--- src/rtl/ahb_mem_ctrl.sv ---
// AHB-Lite slave front end for a single-port synchronous SRAM with a 1-cycle
// registered read. Writes complete with zero wait states and reads with one.
// Misaligned or oversized transfers get a two-cycle ERROR response and never
// reach the SRAM.
module ahb_mem_ctrl #(
    parameter int ABITS = 10,
    parameter int DBITS = 32
) (
    input  logic             clk_i,
    input  logic             rst_ni,
    input  logic             hsel_i,
    input  logic [31:0]      haddr_i,
    input  logic [1:0]       htrans_i,
    input  logic             hwrite_i,
    input  logic [2:0]       hsize_i,
    input  logic [DBITS-1:0] hwdata_i,
    input  logic             hready_i,
    output logic             hreadyout_o,
    output logic             hresp_o,
    output logic [DBITS-1:0] hrdata_o,
    output logic [ABITS-1:0] mem_addr_o,
    output logic             mem_we_o,
    output logic [3:0]       mem_be_o,
    output logic [DBITS-1:0] mem_din_o,
    input  logic [DBITS-1:0] mem_dout_i
);

    typedef enum logic [2:0] {
        IDLE,
        WRITE,
        RD_WAIT,
        RD_DATA,
        ERR1,
        ERR2
    } state_t;

    state_t     state;
    state_t     state_n;
    logic       accept;
    logic       illegal;
    logic [3:0] be_dec;

    // Upper address bits alias and htrans[0] (SEQ vs NONSEQ) does not matter here.
    logic unused_bits;
    assign unused_bits = ^{haddr_i[31:ABITS+2], htrans_i[0]};

    // Address-phase decode: acceptance, legality, byte lanes and next state.
    always_comb begin
        accept  = hsel_i & htrans_i[1] & hready_i;
        illegal = (hsize_i > 3'd2)
               || ((hsize_i == 3'd1) && haddr_i[0])
               || ((hsize_i == 3'd2) && (haddr_i[1:0] != 2'b00));

        case (hsize_i)
            3'd0:    be_dec = 4'b0001 << haddr_i[1:0];
            3'd1:    be_dec = haddr_i[1] ? 4'b1100 : 4'b0011;
            default: be_dec = 4'b1111;
        endcase

        state_n = IDLE;
        case (state)
            RD_WAIT: state_n = RD_DATA;
            ERR1:    state_n = ERR2;
            default: begin
                // IDLE, WRITE, RD_DATA and ERR2 all accept a new address phase.
                if (accept) begin
                    if (illegal)       state_n = ERR1;
                    else if (hwrite_i) state_n = WRITE;
                    else               state_n = RD_WAIT;
                end
            end
        endcase
    end

    // State register with outputs registered from the state being entered.
    always_ff @(posedge clk_i or negedge rst_ni) begin
        if (!rst_ni) begin
            state       <= IDLE;
            hreadyout_o <= 1'b1;
            hresp_o     <= 1'b0;
            mem_we_o    <= 1'b0;
            mem_be_o    <= 4'b0000;
            mem_addr_o  <= '0;
        end else begin
            state       <= state_n;
            hreadyout_o <= (state_n != RD_WAIT) && (state_n != ERR1);
            hresp_o     <= (state_n == ERR1) || (state_n == ERR2);
            mem_we_o    <= (state_n == WRITE);
            mem_be_o    <= (state_n == WRITE) ? be_dec : 4'b0000;
            // WRITE and RD_WAIT are only entered from an accepted legal transfer.
            if ((state_n == WRITE) || (state_n == RD_WAIT)) begin
                mem_addr_o <= haddr_i[ABITS+1:2];
            end
        end
    end

    // Write data passes straight through in the data phase; the SRAM latches it
    // at the edge that ends WRITE.
    assign mem_din_o = (state == WRITE) ? hwdata_i : '0;

    // Read data is the SRAM's registered output, shown only in the completing cycle.
    assign hrdata_o  = (state == RD_DATA) ? mem_dout_i : '0;

endmodule

--- config.mk ---
export PLATFORM = sky130hd
export DESIGN_NAME = ahb_mem_ctrl
export DESIGN_NICKNAME = d
export VERILOG_FILES = /design/src/rtl/ahb_mem_ctrl.sv
export SDC_FILE = /design/constraint.sdc
export NUM_CORES = 1
export LEC_CHECK = 0
export CAP_MARGIN = 20
export CORE_MARGIN = 1
export CORE_UTILIZATION = 26
export DETAILED_ROUTE_END_ITERATION = 16
export GPL_ROUTABILITY_DRIVEN = 0
export PLACE_DENSITY = 0.95
export SYNTH_ARGS = -nofsm -noshare
export SYNTH_HDL_FRONTEND = slang
export SYNTH_SLANG_ARGS = --single-unit
--- constraint.sdc ---
create_clock -name clk_i -period 3.01 [get_ports clk_i]
set_input_delay 0.4515 -clock clk_i [delete_from_list [all_inputs] [get_ports clk_i]]
set_output_delay 0.4515 -clock clk_i [all_outputs]
set_load 0.05 [all_outputs]
==> out/metrics.cfg <==
[critical_path]
path_class = register to output port
reg2regPathDepth = 3
critPathArrivalTime_ns = 2.19
crit_path_start_kind = register
critPathCaptureType = output port
cp_max_fo = 32
required_ns = 2.56

[power]
power_frac_seq_pct = 20.8
p_leak_nw = 1.25
intPower_mw = 0.967
ir_drop_v = 0.000451
clkPwrFrac_pct = 9.0
powerDensity_nw_per_um2 = 634
power.switching_mw = 0.987
p_comb_share_pct = 70.2
p_sw_share_pct = 50.5

[floorplanning]
start_util_pct = 27.2
rows = 25
die_y_um = 72.8
ios = 187
coreArea_um2 = 4790
die_width_um = 72.8
dieArea_um2 = 5300

[drt]
routed_via_density = 4.22
wire_per_inst_um = 12.5
drc = 0
drtAntennaViolNets = 0
vias = 1543
drtIter0Drc = 49
routed_wl_um = 4560
first_pass_iters = 4

[cts]
cts_buffers = 3
clock_latency_ns = 0.25
postCtsSetupBuffers = 0
h-tree-depth = 1
clock-root-buffer = clkbuf_8
cts.sinks = 20
tritoncts = yes
postCtsHoldBufs = 0
cts.repair.resized = 0
cts_buffer_depth = 2
clkSlewWorstSetupHoldPaths_ns = 0.07

[logic_synthesis]
synth.top_cell.area_share_pct = 36.5
synth_area_leaders = dfrtp_1 (36%), and2_1 (31%), mux2_2 (6.9%)
syn_area_um2 = 1300
synth_cell_types = 30
synth_edf_count = 0
yosys.area.top_type = dfrtp_1
synthFlopType = dfrtp_1
yosysSeqAreaShare_pct = 38.5
ys_ff_latch = 20
synth_async_sr_flop_share_pct = 100
synthesis.instances = 134
synth_fp_nets = 240
yosysWarnings = 0
avgSynthCellArea_um2 = 9.73

[timing]
slew_viol_final = 0
tightest_slew_ns = 0.866
fin_crit_ns = 2.64
fmax_mhz = 379
rsz0062_at_grt = false
post-route-period-util_pct = 87.6
hold_viol = 0
tns_ns = 0
final-setup-viol-count = 0
max_slew_margin_pct = 42.1
clock_skew_ns = 0.00161

[global_route]
grt_pass1_vias = 1540
antenna_found_initial = 0
grt_start_max_net_pins = 33
grt_pass1_wl_um = 6930
gr-total-overflow = 0
grt_usage_pct = 16.5

[cells_and_area]
final_cells = 366
drive_gt1_share_pct = 6.69
area_growth_pct = 136
layout_common_cells = clkdlybuf4s50_1 (165), and2_1 (64), dfrtp_1 (19)
n_antenna_cell = 0
final_nets = 406
final_common_cell = clkdlybuf4s50_1

[placement]
place_hpwl_um = 3750
port-buffer-count = 165
dp.cells = 362

[status]
run_status = finished clean

[run]
max_cap_viol_count = 0

[worst_hold_path]
whs_path_depth = 1
hold_path_class = register to register

routing by layer:
layer | share of wire, % | vias up | global-route usage [%]
met5 | 0 | - | 0
met4 | 1.3 | 0 | 3.92
li1 | - | 774 | -
met1 | 38 | 676 | 18.9
met3 | 9.6 | 6 | 4.70
met2 | 51 | 87 | 30.0
logic make-up (layout without fill, tap and decap cells):
family / count (synthesis) / count (layout) / synth area share, %
flops: 20 / 20 / 38.5
buf+inv: 8 / 173 / 2.30
simple gates: 79 / 79 / 38.8
compound gates: 16 / 16 / 10.6
xor+xnor: 1 / 1 / 0.672
mux: 10 / 10 / 9.21
per-stage QoR:
| step | hold WS [ns] | setup WS (ns) | power, mW | cell area [µm²] | util (%) |
|---|---|---|---|---|---|
| 2_1_floorplan | 0.156 | 1.11 | 1.27 | 1300 | - |
| 3_3_place_gp | 0.487 | 0.681 | 1.77 | 3040 | 63.5 |
| 3_5_place_dp | 0.493 | 0.638 | 1.79 | 3040 | 63.5 |
| 4_1_cts | 0.510 | 0.357 | 1.97 | 3080 | 64.4 |
| 5_1_grt | 0.514 | 0.240 | 2.05 | 3080 | 64.4 |
| 6_report | 0.510 | 0.373 | 1.95 | 3080 | 64.4 |
state kept, by name, summed over array words and instances, names as in the netlist:
name	count
hreadyout_o	1
mem_be_o	4
mem_we_o	1
state	3
hresp_o	1
mem_addr_o	10
synthesized netlist by cell type (2+ instances only):
| library cell | number |
|---|---|
| dfrtp_1 | 19 |
| nand2b_1 | 2 |
| nor3b_1 | 2 |
| mux2_4 | 2 |
| o21ai_0 | 4 |
| nor2_1 | 3 |
| and2_1 | 64 |
| clkbuf_1 | 6 |
| inv_1 | 2 |
| a22oi_1 | 2 |
| a211oi_1 | 2 |
| mux2_2 | 8 |
worst paths after layout:
check / to / from / slack [ns]
worst max-delay path: mem_din_o[20] / state[0]$_DFF_PN0_ / 0.37
worst min register to register: mem_addr_o[5]$_DFFE_PN0P_ / mem_addr_o[5]$_DFFE_PN0P_ / 0.51
max in group asynchronous: mem_be_o[3]$_DFF_PN0_ / rst_ni / 1.79
min in group asynchronous: hresp_o$_DFF_PN0_ / rst_ni / 0.69
worst max register to register: mem_addr_o[3]$_DFFE_PN0P_ / state[1]$_DFF_PN0_ / 1.43
worst min-delay path: mem_addr_o[5]$_DFFE_PN0P_ / mem_addr_o[5]$_DFFE_PN0P_ / 0.51
power by group through the flow:
stage | clock network (mW) | registers, mW | logic [mW]
finish | 0.176 | 0.407 | 1.37
global route | 0.190 | 0.418 | 1.44
detailed placement | 0 | 0.414 | 1.38
global placement | 0 | 0.406 | 1.36
CTS | 0.180 | 0.410 | 1.38
floorplan | 0 | 0.647 | 0.625
area by class of cell:
cell class              count  area (µm²)
inverters                   2        7.51
multi-input cells         106         777
clock buffers               4        45.0
fillers                   395        1700
repair buffers            167        1670
well taps                  67        83.8
flip-flops and latches     20         502
worst max-delay path: stages, from the launching register on:
cell and delay [ns]:
dfrtp_1 0.47, nor3b_2 0.20, buf_4 0.26, and2_1 0.15, clkdlybuf4s50_1 0.84
Power figures use the tool's default switching activity.
